**config.mk**
```make
export PLATFORM = sky130hd
export DESIGN_NAME = ifsram_pingpong_ctrl_flat
export DESIGN_NICKNAME = d
export VERILOG_FILES = /design/src/rtl/ifsram_pingpong_ctrl_if.sv /design/src/rtl/ifsram_pingpong_ctrl.sv /design/src/flat_wrapper.sv
export SDC_FILE = /design/constraint.sdc
export NUM_CORES = 1
export LEC_CHECK = 0
export BUFFER_PORTS_ARGS = -buffer_cell sky130_fd_sc_hd__buf_4
export CAP_MARGIN = 20
export CORE_AREA = 4 4 172 174
export DETAILED_ROUTE_END_ITERATION = 16
export DIE_AREA = 0 0 176 178
export GPL_TIMING_DRIVEN = 0
export PLACE_DENSITY = 0.58
export SYNTH_ARGS = -nofsm -noshare
export SYNTH_HDL_FRONTEND = slang
export SYNTH_SLANG_ARGS = --single-unit
```
**constraint.sdc**
```tcl
create_clock -name clk -period 4.05 [get_ports clk]
set_input_delay 0.81 -clock clk [delete_from_list [all_inputs] [get_ports clk]]
set_output_delay 0.81 -clock clk [all_outputs]
set_load 0.01 [all_outputs]
```
**src/rtl/ifsram_pingpong_ctrl_if.sv**
```systemverilog
// rtl/ifsram_pingpong_ctrl_if.sv - stream, read-port and SRAM signal bundle for ifsram_pingpong_ctrl
// err_sticky exists only when IFSRAM_PP_ERR_EN is defined.
interface ifsram_pingpong_ctrl_if #(
   parameter int DATA_W = 64,
   parameter int ADDR_W = 11
);
   logic              start_if_store;
   logic [ADDR_W:0]   store_len;
   logic              if_store_busy;
   logic              if_store_done;
   logic [DATA_W-1:0] ifstore_data_din;
   logic              ifstore_empty_n_din;
   logic              ifstore_read_dout;
   logic              rd_en;
   logic [ADDR_W-1:0] rd_addr;
   logic              rd_release;
   logic [DATA_W-1:0] rd_data;
   logic              rd_valid;
   logic [1:0]        bank_full;
   logic              cen_b0, cen_b1, wen_b0, wen_b1;
   logic [ADDR_W-1:0] addr_b0, addr_b1;
   logic [DATA_W-1:0] din_b0, din_b1, dout_b0, dout_b1;
`ifdef IFSRAM_PP_ERR_EN
   logic              err_sticky;
`endif

   modport slave (
`ifdef IFSRAM_PP_ERR_EN
      output err_sticky,
`endif
      input  start_if_store, store_len, ifstore_data_din, ifstore_empty_n_din,
      input  rd_en, rd_addr, rd_release, dout_b0, dout_b1,
      output if_store_busy, if_store_done, ifstore_read_dout, rd_data, rd_valid, bank_full,
      output cen_b0, cen_b1, wen_b0, wen_b1, addr_b0, addr_b1, din_b0, din_b1
   );

   modport master (
`ifdef IFSRAM_PP_ERR_EN
      input  err_sticky,
`endif
      output start_if_store, store_len, ifstore_data_din, ifstore_empty_n_din,
      output rd_en, rd_addr, rd_release, dout_b0, dout_b1,
      input  if_store_busy, if_store_done, ifstore_read_dout, rd_data, rd_valid, bank_full,
      input  cen_b0, cen_b1, wen_b0, wen_b1, addr_b0, addr_b1, din_b0, din_b1
   );
endinterface

```
**src/rtl/ifsram_pingpong_ctrl.sv**
```systemverilog
// rtl/ifsram_pingpong_ctrl.sv - two-bank ping-pong SRAM controller: stream fill writer, tile reader
// Optional IFSRAM_PP_ERR_EN adds a sticky protocol-error flag.
module ifsram_pingpong_ctrl #(
   parameter int DATA_W = 64,
   parameter int ADDR_W = 11
) (
   input  logic                 clk,
   input  logic                 reset,
   ifsram_pingpong_ctrl_if.slave bus
);
   typedef enum logic [1:0] {IDLE, WAIT_BANK, FILL, DONE} state_t;
   localparam logic [ADDR_W:0] CNT_ONE = {{ADDR_W{1'b0}}, 1'b1};

   state_t            state_q, state_d;
   logic [ADDR_W:0]   len_q, len_d;
   logic [ADDR_W:0]   word_cnt_q, word_cnt_d;
   logic              wr_bank_q, wr_bank_d;
   logic              rd_bank_q, rd_bank_d;
   logic [1:0]        bank_full_q, bank_full_d;
   logic              done_q, done_d;
   logic              wr_vld_q, wr_vld_d;
   logic [ADDR_W-1:0] wr_addr_q, wr_addr_d;
   logic [DATA_W-1:0] wr_data_q, wr_data_d;
   logic              rd_valid_q, rd_valid_d;
   logic              rd_sel_q, rd_sel_d;
   logic              set_pend_q, set_pend_d;
   logic              pend_bank_q, pend_bank_d;

   logic              beat, rd_hit, rel_hit, set_now;
   logic [ADDR_W:0]   cnt_inc;

   assign beat    = (state_q == FILL) && bus.ifstore_empty_n_din && (word_cnt_q < len_q);
   assign rd_hit  = bus.rd_en && bank_full_q[rd_bank_q];
   assign rel_hit = bus.rd_release && bank_full_q[rd_bank_q];
   assign cnt_inc = word_cnt_q + CNT_ONE;
   assign set_now = (state_q == DONE) && (len_q != '0);

   always_comb begin
      state_d     = state_q;
      len_d       = len_q;
      word_cnt_d  = word_cnt_q;
      wr_bank_d   = wr_bank_q;
      done_d      = 1'b0;
      wr_vld_d    = beat;
      wr_addr_d   = word_cnt_q[ADDR_W-1:0];
      wr_data_d   = bus.ifstore_data_din;
      case (state_q)
         IDLE: begin
            word_cnt_d = '0;
            if (bus.start_if_store) begin
               len_d = bus.store_len;
               if (bus.store_len == '0) begin
                  state_d = DONE;
                  done_d  = 1'b1;
               end else if (bank_full_q[wr_bank_q]) begin
                  state_d = WAIT_BANK;
               end else begin
                  state_d = FILL;
               end
            end
         end
         WAIT_BANK: begin
            if (!bank_full_q[wr_bank_q]) state_d = FILL;
         end
         FILL: begin
            if (beat) begin
               word_cnt_d = cnt_inc;
               if (cnt_inc == len_q) begin
                  state_d = DONE;
                  done_d  = 1'b1;
               end
            end
         end
         default: begin
            state_d = IDLE;
            if (set_now) wr_bank_d = ~wr_bank_q;
         end
      endcase
   end

   // A release that frees the bank being marked full wins; the set is replayed next cycle.
   always_comb begin
      bank_full_d = bank_full_q;
      rd_bank_d   = rd_bank_q;
      set_pend_d  = 1'b0;
      pend_bank_d = pend_bank_q;
      rd_valid_d  = rd_hit;
      rd_sel_d    = rd_bank_q;
      if (set_pend_q) bank_full_d[pend_bank_q] = 1'b1;
      if (rel_hit) begin
         bank_full_d[rd_bank_q] = 1'b0;
         rd_bank_d              = ~rd_bank_q;
      end
      if (set_now) begin
         if (rel_hit && (rd_bank_q == wr_bank_q)) begin
            set_pend_d  = 1'b1;
            pend_bank_d = wr_bank_q;
         end else begin
            bank_full_d[wr_bank_q] = 1'b1;
         end
      end
   end

   always_ff @(posedge clk or negedge reset) begin
      if (!reset) begin
         state_q     <= IDLE;
         len_q       <= '0;
         word_cnt_q  <= '0;
         wr_bank_q   <= 1'b0;
         rd_bank_q   <= 1'b0;
         bank_full_q <= 2'b00;
         done_q      <= 1'b0;
         wr_vld_q    <= 1'b0;
         wr_addr_q   <= '0;
         wr_data_q   <= '0;
         rd_valid_q  <= 1'b0;
         rd_sel_q    <= 1'b0;
         set_pend_q  <= 1'b0;
         pend_bank_q <= 1'b0;
      end else begin
         state_q     <= state_d;
         len_q       <= len_d;
         word_cnt_q  <= word_cnt_d;
         wr_bank_q   <= wr_bank_d;
         rd_bank_q   <= rd_bank_d;
         bank_full_q <= bank_full_d;
         done_q      <= done_d;
         wr_vld_q    <= wr_vld_d;
         wr_addr_q   <= wr_addr_d;
         wr_data_q   <= wr_data_d;
         rd_valid_q  <= rd_valid_d;
         rd_sel_q    <= rd_sel_d;
         set_pend_q  <= set_pend_d;
         pend_bank_q <= pend_bank_d;
      end
   end

   // Reader and writer never target the same bank: one is full, the other is being filled.
   always_comb begin
      bus.cen_b0  = 1'b1;
      bus.wen_b0  = 1'b1;
      bus.addr_b0 = '0;
      bus.din_b0  = '0;
      bus.cen_b1  = 1'b1;
      bus.wen_b1  = 1'b1;
      bus.addr_b1 = '0;
      bus.din_b1  = '0;
      if (wr_vld_q) begin
         if (wr_bank_q) begin
            bus.cen_b1  = 1'b0;
            bus.wen_b1  = 1'b0;
            bus.addr_b1 = wr_addr_q;
            bus.din_b1  = wr_data_q;
         end else begin
            bus.cen_b0  = 1'b0;
            bus.wen_b0  = 1'b0;
            bus.addr_b0 = wr_addr_q;
            bus.din_b0  = wr_data_q;
         end
      end
      if (rd_hit) begin
         if (rd_bank_q) begin
            bus.cen_b1  = 1'b0;
            bus.addr_b1 = bus.rd_addr;
         end else begin
            bus.cen_b0  = 1'b0;
            bus.addr_b0 = bus.rd_addr;
         end
      end
   end

   assign bus.ifstore_read_dout = beat;
   assign bus.if_store_busy     = (state_q != IDLE);
   assign bus.if_store_done     = done_q;
   assign bus.bank_full         = bank_full_q;
   assign bus.rd_valid          = rd_valid_q;
   assign bus.rd_data           = rd_valid_q ? (rd_sel_q ? bus.dout_b1 : bus.dout_b0) : '0;

`ifdef IFSRAM_PP_ERR_EN
   logic err_q, err_d;

   always_comb begin
      err_d = err_q
            | (bus.rd_en && !bank_full_q[rd_bank_q])
            | (bus.rd_release && !bank_full_q[rd_bank_q])
            | (bus.start_if_store && (state_q != IDLE));
   end

   always_ff @(posedge clk or negedge reset) begin
      if (!reset) err_q <= 1'b0;
      else        err_q <= err_d;
   end

   assign bus.err_sticky = err_q;
`endif
endmodule

```
**src/flat_wrapper.sv**
```systemverilog
// flat-port wrapper written by rule: the top's interface ports become plain ports
module ifsram_pingpong_ctrl_flat 
#(
   parameter int DATA_W = 64,
   parameter int ADDR_W = 11
)
  (clk, reset, bus_start_if_store, bus_store_len, bus_ifstore_data_din, bus_ifstore_empty_n_din, bus_rd_en, bus_rd_addr, bus_rd_release, bus_dout_b0, bus_dout_b1, bus_if_store_busy, bus_if_store_done, bus_ifstore_read_dout, bus_rd_data, bus_rd_valid, bus_bank_full, bus_cen_b0, bus_cen_b1, bus_wen_b0, bus_wen_b1, bus_addr_b0, bus_addr_b1, bus_din_b0, bus_din_b1);
  ifsram_pingpong_ctrl_if #(.DATA_W(DATA_W), .ADDR_W(ADDR_W)) bus_i ();
  input  logic clk;
  input  logic reset;
  input wire logic [$bits(bus_i.start_if_store)-1:0] bus_start_if_store;
  input wire logic [$bits(bus_i.store_len)-1:0] bus_store_len;
  input wire logic [$bits(bus_i.ifstore_data_din)-1:0] bus_ifstore_data_din;
  input wire logic [$bits(bus_i.ifstore_empty_n_din)-1:0] bus_ifstore_empty_n_din;
  input wire logic [$bits(bus_i.rd_en)-1:0] bus_rd_en;
  input wire logic [$bits(bus_i.rd_addr)-1:0] bus_rd_addr;
  input wire logic [$bits(bus_i.rd_release)-1:0] bus_rd_release;
  input wire logic [$bits(bus_i.dout_b0)-1:0] bus_dout_b0;
  input wire logic [$bits(bus_i.dout_b1)-1:0] bus_dout_b1;
  output wire logic [$bits(bus_i.if_store_busy)-1:0] bus_if_store_busy;
  output wire logic [$bits(bus_i.if_store_done)-1:0] bus_if_store_done;
  output wire logic [$bits(bus_i.ifstore_read_dout)-1:0] bus_ifstore_read_dout;
  output wire logic [$bits(bus_i.rd_data)-1:0] bus_rd_data;
  output wire logic [$bits(bus_i.rd_valid)-1:0] bus_rd_valid;
  output wire logic [$bits(bus_i.bank_full)-1:0] bus_bank_full;
  output wire logic [$bits(bus_i.cen_b0)-1:0] bus_cen_b0;
  output wire logic [$bits(bus_i.cen_b1)-1:0] bus_cen_b1;
  output wire logic [$bits(bus_i.wen_b0)-1:0] bus_wen_b0;
  output wire logic [$bits(bus_i.wen_b1)-1:0] bus_wen_b1;
  output wire logic [$bits(bus_i.addr_b0)-1:0] bus_addr_b0;
  output wire logic [$bits(bus_i.addr_b1)-1:0] bus_addr_b1;
  output wire logic [$bits(bus_i.din_b0)-1:0] bus_din_b0;
  output wire logic [$bits(bus_i.din_b1)-1:0] bus_din_b1;
  assign bus_i.start_if_store = bus_start_if_store;
  assign bus_i.store_len = bus_store_len;
  assign bus_i.ifstore_data_din = bus_ifstore_data_din;
  assign bus_i.ifstore_empty_n_din = bus_ifstore_empty_n_din;
  assign bus_i.rd_en = bus_rd_en;
  assign bus_i.rd_addr = bus_rd_addr;
  assign bus_i.rd_release = bus_rd_release;
  assign bus_i.dout_b0 = bus_dout_b0;
  assign bus_i.dout_b1 = bus_dout_b1;
  assign bus_if_store_busy = bus_i.if_store_busy;
  assign bus_if_store_done = bus_i.if_store_done;
  assign bus_ifstore_read_dout = bus_i.ifstore_read_dout;
  assign bus_rd_data = bus_i.rd_data;
  assign bus_rd_valid = bus_i.rd_valid;
  assign bus_bank_full = bus_i.bank_full;
  assign bus_cen_b0 = bus_i.cen_b0;
  assign bus_cen_b1 = bus_i.cen_b1;
  assign bus_wen_b0 = bus_i.wen_b0;
  assign bus_wen_b1 = bus_i.wen_b1;
  assign bus_addr_b0 = bus_i.addr_b0;
  assign bus_addr_b1 = bus_i.addr_b1;
  assign bus_din_b0 = bus_i.din_b0;
  assign bus_din_b1 = bus_i.din_b1;
  ifsram_pingpong_ctrl #(.DATA_W(DATA_W), .ADDR_W(ADDR_W)) u_core (.clk(clk), .reset(reset), .bus(bus_i));
endmodule
```
# [Yosys cells after proc, flatten, opt, wreduce, memory -nomap -nowiden]
# Index checks and enable logic that the tools add are counted.
[word_totals] reg_bits=111 romBits=0 ram_bits=0 out_inout_bits=224 memories=0 latch_bits=0 inputBits=221
[op_classes] n_eq_ne=9 div=0 add_sub_neg=1 muxes=52 reduce_logical=20 n_lt_le_gt_ge=7 bitwise_logic=7 shift=0 n_mul=0
[ops] op="two-way mux 64 bit" count=6
[ops] op="two-way mux 11 bit" count=8
[ops] op="one-hot mux 12 bit (2 select lines)" count=1
[ops] op="two-way mux 1 bit" count=21
[ops] op="two-way mux 2 bit" count=10
[ops] op="adder 12 x 1 -> 12 bit, second input constant" count=1
[ops] op="equality test 12 bit" count=1
[ops] op="zero test 12 bit" count=1
[ops] op="< comparator 12 bit" count=1
[ops] op="two-way mux 12 bit" count=1
[ops] op="nonzero test 12 bit" count=1
[ops] op="logical AND 1 bit" count=9
[ops] op="AND reduction 2 bit" count=4
[ops] op="< comparator 1 x 2 -> 1 bit, second input constant" count=3
[ops] op="inequality test 2 bit, second input constant" count=3
[ops] op="one-hot mux 2 bit (3 select lines)" count=1
[ops] op="equality test 2 bit, second input constant" count=2
[ops] op="bitwise OR 2 bit" count=2
[ops] op="AND reduction 4 bit" count=1
[ops] op="nonzero test 2 bit" count=2
[ops] op="demux 1 bit (select 1 bit)" count=3
[ops] op="greater-or-equal comparator 1 bit, second input constant" count=3
[ops] op="inverter 1 bit" count=3
[ops] op="OR reduction 3 bit" count=1
[ops] op="7 further kinds" count=7

# [Logic depth before layout (Yosys ltp)]
# Gate-level depths: netlist of the first run.
[depth] depth_word=11 mapped_depth=11 depth_no_buf=9

# [Least setup slack after synthesis of the first run]
# Ideal clock, no wire load.
[synth_path] path_type="register to output" from="register u_core.word_cnt_q[1]" to="output port bus_ifstore_read_dout" arrival_time_ns=2.089 path_slack_ns=1.151 path_stages_with_launch=9 n_path_buf=2 required_time_ns=3.240 path_cell_list="dfrtp_1 ha_1 nor2b_1 o211ai_1 a2111oi_0 or4_1 clkbuf_1 clkbuf_1 inv_1"
[synth_between] elab_chain_cells=2
[synth_rtl] element="start: declaration" line_no="ifsram_pingpong_ctrl.sv:16" text="logic [ADDR_W:0] word_cnt_q, word_cnt_d;"
[synth_rtl] element="start signal: assignment" line_no="ifsram_pingpong_ctrl.sv:123" text="word_cnt_q <= word_cnt_d;"
[synth_rtl] element="< comparator 12 bit" line_no="ifsram_pingpong_ctrl.sv:32" text="assign beat = (state_q == FILL) && bus.ifstore_empty_n_din && (word_cnt_q < len_q);"
[synth_rtl] element="logical AND 1 bit" line_no="ifsram_pingpong_ctrl.sv:32"
[synth_rtl] element="end: declaration" line_no="flat_wrapper.sv:22" text="output wire logic [$bits(bus_i.ifstore_read_dout)-1:0] bus_ifstore_read_dout;"
# No other way between the ends.

# [Final worst setup path of the first run]
# Ends and elaborated chain as after synthesis.

==> metrics, run 1 <==
status=finished, final reports clean; Worst Reg-to-Reg Cells=10; min setup slack post-route=235 ps; ant diodes=0; DP HPWL=26.8 mm; Mapped Cells=694; Setup Buffers After CTS=0; power per cell area=498 nW/um^2; R2R Path Start=u_core.word_cnt_q[1]$_DFFE_PN0P_; Ports=445; drt drc=0; R2R setup slack=1120 ps; FF-to-FF End=u_core.word_cnt_q[10]$_DFFE_PN0P_; max-slew violation count=0; via count=6816; CTS sink count=111; synthesis-to-layout area growth=63.2%; Nets=1390; Hold Crit Class=input pin to asynchronous set/reset pin; Yosys warning count=0; H-Tree Depth=3; FP Rows=61; GP Congestion=0.859; Root Buffer=clkbuf_16; FF+latch count, synth=111; CTS tree=built; global route overflow=0; Clock Skew=9.41 ps; relative slew slack=46.8%; Hold Fails Final Rpt=0; Final Power=5.30 mW; Largest stage delay, worst path=530 ps; worst-path cell chain=ha_1, nor2b_1, o211ai_1, a2111oi_0, or4_1, clkbuf_1, clkbuf_2, inv_1, buf_4; commonest non-fill, non-tap cells in the layout=buf_4, dfrtp_1, nor2b_1; crit-path max FO=10; Die Y=178 um; critical path class=flop to output pin; Syn Area/Cell=9.39 sq um; Tot GR Track Use=19.3%; layout filler cell count=2924; Die W=176 um; setup TNS=0 ps; number of global-route vias before repair=7120; pre-CTS setup slack=418 ps; leakage power=5.68 nW; violation count after the first detailed-route iteration=263; Syn Std Cell Area=6520 sq um; Initial Utilization=23.5%; Period minus WS final=3820 ps; synth unique cells=46; FMAX=0.262 GHz; commonest non-fill, non-tap cell in the layout=buf_4; Initial DRT Pass Iterations=5; max cap viols=0; final WL=31.9 mm; crit share post-route=94.2%; largest net degree at the start of global routing=91; Max rail drop VDD=0.198 mV; first-pass GRT wire length=45.7 mm; Worst EP required=3240 ps; CORE AREA=27800 sq um; syn nets=934; Data arrival, critical path=3010 ps; Crit. End Element=output pin; DR vias/cell=4.45; IO Port Bufs=444; total CTS buffers=9; slew at the pin with the worst max-slew slack=798 ps; CP max-delay cell=a2111oi_0; sequential area share after synthesis=42.6%; share of cells above drive strength 1=41.6%; RSZ-0062 raised after global routing=false; DR WL/cell=20.8 um; die area=31300 sq um; Skew-Pair Late Insertion Delay=350 ps; Clock Path Buffers=2; final setup fails=0; clk slew on worst S/H paths=80 ps; crit start category=flop; antenna violations before repair=0; post-route ant nets=0
## Yosys cell counts, drive strengths merged
| library cell | instances | area [sq um] |
|---|---|---|
| mux2 | 13 | 146 |
| a2111oi | 2 | 17.5 |
| or4 | 2 | 15.0 |
| o211ai | 4 | 30.0 |
| ha | 19 | 238 |
| dfrtp | 111 | 2780 |
| and2 | 69 | 432 |
| o21ai | 28 | 140 |
| mux2i | 66 | 661 |
| o22ai | 1 | 6.26 |
| o21bai | 1 | 7.51 |
| nor2 | 19 | 73.8 |
| nand2 | 62 | 233 |
| nor4 | 6 | 37.5 |
| nor3b | 1 | 7.51 |
| nand3 | 16 | 80.1 |
| buf | 9 | 42.5 |
| inv | 20 | 75.1 |
| and3 | 68 | 430 |
| nor2b | 73 | 457 |
| nor4b | 2 | 23.8 |
| o41ai | 2 | 17.5 |
| clkbuf | 41 | 154 |
| a21o | 2 | 15.0 |
| o31a | 1 | 8.76 |
| xor2 | 5 | 43.8 |
| nand2b | 4 | 25.0 |
| o21a | 1 | 7.51 |
| nand4 | 7 | 43.8 |
| xnor2 | 8 | 70.1 |
| o31ai | 8 | 60.1 |
| o311ai | 1 | 8.76 |
| a221oi | 1 | 8.76 |
| a21oi | 10 | 50.1 |
| a31oi | 4 | 25.0 |
| and4 | 2 | 20.0 |
| a31o | 1 | 8.76 |
| nor3 | 3 | 15.0 |
| a211oi | 1 | 7.51 |
## cells by family (layout without fill, tap and decap cells)
kind of cell             count (synthesis)  in the layout  share of synthesized area [%]
AO/OA/AOI/OAI                           68             68                           6.43
adder cells (fa/ha/maj)                 19             19                           3.65
buffers and inverters                   70            531                           4.16
AND/OR/NAND/NOR                        334            334                           29.0
flip-flops                             111            111                           42.6
XOR/XNOR                                13             13                           1.75
multiplexers                            79             79                           12.4
## flip-flops by register name, summed over array words and instances (netlist names)
name / flops
u_core.bus.bank_full: 2
u_core.bus.if_store_done: 1
u_core.bus.rd_valid: 1
u_core.len_q: 12
u_core.pend_bank_q: 1
u_core.rd_bank_q: 1
u_core.rd_sel_q: 1
u_core.set_pend_q: 1
u_core.state_q: 2
u_core.word_cnt_q: 12
u_core.wr_addr_q: 11
u_core.wr_bank_q: 1
u_core.wr_data_q: 64
u_core.wr_vld_q: 1
## what timing repair did
item / in CTS / in global routing
endpoints found under the hold margin: 0 / 0
gates resized for setup: 0 / 2
hold buffers: 0 / 0
endpoints found under the setup margin: 0 / 1
## power by group
group / switching, mW / leakage (nW) / internal, mW
registers: 0.196 / 1.35 / 1.27
clock network: 0.450 / 0.138 / 0.427
logic: 1.60 / 4.19 / 1.36
## routing by layer
| layer | vias to the layer above | wire length (um) | track usage (%) |
|---|---|---|---|
| met2 | 305 | 15300 | 32.3 |
| met1 | 3202 | 12700 | 23.5 |
| met3 | 33 | 3220 | 7.27 |
| met5 | - | 0 | 0 |
| li1 | 3276 | - | - |
| met4 | 0 | 641 | 4.81 |
## per-stage QoR
step	cell area (sq um)	std cells	hold slack, ps	util [%]
final	10600	1533	298	38.3
after floorplan	6520	694	375	-
after global placement	10300	1516	426	37.2
after detailed placement	10400	1517	442	37.3
after CTS	10600	1533	294	38.3
after global routing	10600	1533	298	38.3
## how the worst max path moves through the flow
| stage | start | endpoint | slack, ps |
|---|---|---|---|
| after floorplan | u_core.word_cnt_q[1]$_DFFE_PN0P_ | bus_ifstore_read_dout | 1150 |
| after global routing | u_core.word_cnt_q[0]$_DFFE_PN0P_ | bus_ifstore_read_dout | 10 |
| final | u_core.word_cnt_q[1]$_DFFE_PN0P_ | bus_ifstore_read_dout | 230 |
| after CTS | u_core.word_cnt_q[1]$_DFFE_PN0P_ | bus_ifstore_read_dout | 20 |
| after global placement | u_core.word_cnt_q[0]$_DFFE_PN0P_ | bus_ifstore_read_dout | 440 |
| after detailed placement | u_core.word_cnt_q[1]$_DFFE_PN0P_ | bus_ifstore_read_dout | 420 |
## cell type report
class	count	area, sq um	area share, %
Buffer	50	198	1.86
Clock buffer	9	225	2.12
Clock inverter	7	55.1	0.517
Inverter	20	75.1	0.706
Multi-Input combinational cell	513	3470	32.6
Sequential cell	111	2780	26.1
Tap cell	378	473	4.45
Timing Repair Buffer	445	3360	31.6
## critical path: cells and delay by family, from the launching register on
kind                     cells  cell delay (ps)
flip-flops                   1              500
AO/OA/AOI/OAI                2              610
adder cells (fa/ha/maj)      1              330
buffers and inverters        4              890
AND/OR/NAND/NOR              2              320
Power figures use the tool's default switching activity.
==> run 2: changes to the inputs <==
--- a/config.mk
+++ b/config.mk
@@ -7,9 +7,9 @@
 export LEC_CHECK = 0
 export BUFFER_PORTS_ARGS = -buffer_cell sky130_fd_sc_hd__buf_4
 export CAP_MARGIN = 20
-export CORE_AREA = 4 4 172 174
+export CORE_AREA = 4 4 171 173
 export DETAILED_ROUTE_END_ITERATION = 16
-export DIE_AREA = 0 0 176 178
+export DIE_AREA = 0 0 175 177
 export GPL_TIMING_DRIVEN = 0
 export PLACE_DENSITY = 0.58
 export SYNTH_ARGS = -nofsm -noshare
==> run 2 against run 1 <==
Effect of this change:
- maximum frequency grew 2.2%
- sequential power is essentially flat
- sequential share of layout area shrank 0.076 points
- critical path depth is the same
- flip-flop and latch count is the same
- non-clock buffer count is the same
- clock power grew 7.9%
- largest power group unchanged
- combinational power is essentially flat
- global-route usage shrank 0.22 points
- cell area grew 0.29%
- critical endpoint unchanged
==> metrics, run 2 (synthesized netlist as in run 1, its figures left out) <==
status=finished, final reports clean; antenna violations before repair=2; max-slew violation count=0; Clock Skew=10.3 ps; die area=31000 sq um; leakage power=5.69 nW; Nets=1390; clk slew on worst S/H paths=80 ps; global route overflow=0; CTS tree=built; DR vias/cell=4.42; first-pass GRT wire length=45.1 mm; Max rail drop VDD=0.194 mV; crit start category=flop; Period minus WS final=3730 ps; Reg area=2780 sq um; Crit. End Element=output pin; relative slew slack=47.4%; Data arrival, critical path=2920 ps; Hold Crit Class=input pin to asynchronous set/reset pin; family with the most delay on the worst path=buffers and inverters; total CTS buffers=9; Die Y=177 um; setup TNS=0 ps; CTS sink count=111; number of global-route vias before repair=7208; commonest non-fill, non-tap cells in the layout=buf_4, dfrtp_1, nor2b_1; GP Congestion=0.901; synthesis-to-layout area growth=63.7%; Setup Buffers After CTS=0; critical path buffer and inverter count=4; crit share post-route=92.2%; power per cell area=500 nW/um^2; Die W=175 um; critical path class=flop to output pin; DP HPWL=25.9 mm; share of cells above drive strength 1=41.6%; biggest regs=u_core.wr_data_q: 64 flops, u_core.len_q: 12 flops, u_core.word_cnt_q: 12 flops; Skew-Pair Late Insertion Delay=350 ps; FP Rows=61; Initial Utilization=23.6%; worst-path cell chain=ha_1, nor2b_1, o211ai_1, a2111oi_0, or4_1, clkbuf_1, clkbuf_2, inv_1, buf_4; Core Util, Final=38.6%; violation count after the first detailed-route iteration=293; commonest non-fill, non-tap cell in the layout=buf_4; via count=6777; Worst EP required=3240 ps; slew at the pin with the worst max-slew slack=789 ps; CORE AREA=27600 sq um; max cap viols=0; Area after DPL=10400 sq um; largest net degree at the start of global routing=87; RSZ-0062 raised after global routing=false; final WL=31.1 mm; crit-path max FO=10; max FFs per register=64; post-route ant nets=0; CP max-delay cell=a2111oi_0; IO Port Bufs=444; H-Tree Depth=3; drt drc=0; Largest stage delay, worst path=520 ps; FMAX=0.268 GHz; Root Buffer=clkbuf_16; area of the multi-input gates=3470 sq um; Tot GR Track Use=19.0%; layout filler cell count=2895; Clock Path Buffers=2; DR WL/cell=20.3 um; Ports=445; final setup fails=0; Initial DRT Pass Iterations=5; Biggest register=u_core.wr_data_q; Hold Fails Final Rpt=0; Design Area, Final=10700 sq um
## run 2: cell count changes in the layout (fill, tap and decap cells not counted)
| cell | previous run | this run |
|---|---|---|
| clkbuf_8 | 0 | 1 |
| clkbuf_1 | 40 | 41 |
| clkinv_2 | 2 | 0 |
| diode_2 | 0 | 1 |
| bufinv_16 | 0 | 1 |
| inv_6 | 2 | 0 |
| clkinv_4 | 1 | 2 |
## run 2: worst paths after layout
check	startpoint	end	slack, ps	cells past startpoint
worst max register to register	u_core.word_cnt_q[1]$_DFFE_PN0P_	u_core.word_cnt_q[10]$_DFFE_PN0P_	1170	10
worst min-delay path	reset	u_core.wr_data_q[36]$_DFF_PN0_	300	1
max in group asynchronous	reset	u_core.word_cnt_q[6]$_DFFE_PN0P_	3010	2
min in group clk	u_core.rd_bank_q$_DFFE_PN0P_	u_core.rd_sel_q$_DFF_PN0_	470	0
worst max-delay path	u_core.word_cnt_q[1]$_DFFE_PN0P_	bus_ifstore_read_dout	320	9
worst min register to register	u_core.rd_bank_q$_DFFE_PN0P_	u_core.rd_sel_q$_DFF_PN0_	470	0
## run 2: final cells by class
class	instances	share of cell area (%)
diodes	1	0.0235
multi-input cells	513	32.5
repair buffers	445	31.5
well taps	378	4.43
clock inverters	5	0.621
inverters	20	0.704
flip-flops and latches	111	26.0
plain buffers	50	1.85
clock buffers	11	2.27
## run 2: report_power, final
group,leakage (nW),total (mW),internal (mW),switching [mW]
registers,1.35,1.46,1.27,0.188
logic,4.19,2.94,1.36,1.57
clock network,0.148,0.945,0.505,0.440
## run 2: timing repair
action	CTS	global route
endpoints found under the setup margin	0	1
resized for setup	0	2
hold buffers	0	0
## run 2: routing by layer
layer | track usage (%) | part of all wire (%)
met5 | 0 | 0.042
met4 | 4.88 | 1.9
met3 | 6.41 | 8.2
met2 | 33.1 | 51
met1 | 22.7 | 39
## run 2: through the flow
step,hold slack (ps),worst slack [ps],power [mW],cells
6_report,305,317,5.34,1534
3_3_place_gp,441,465,4.41,1516
4_1_cts,301,81.9,5.41,1533
2_1_floorplan,375,1150,3.02,694
5_1_grt,299,41.3,5.73,1534
3_5_place_dp,453,495,4.44,1517
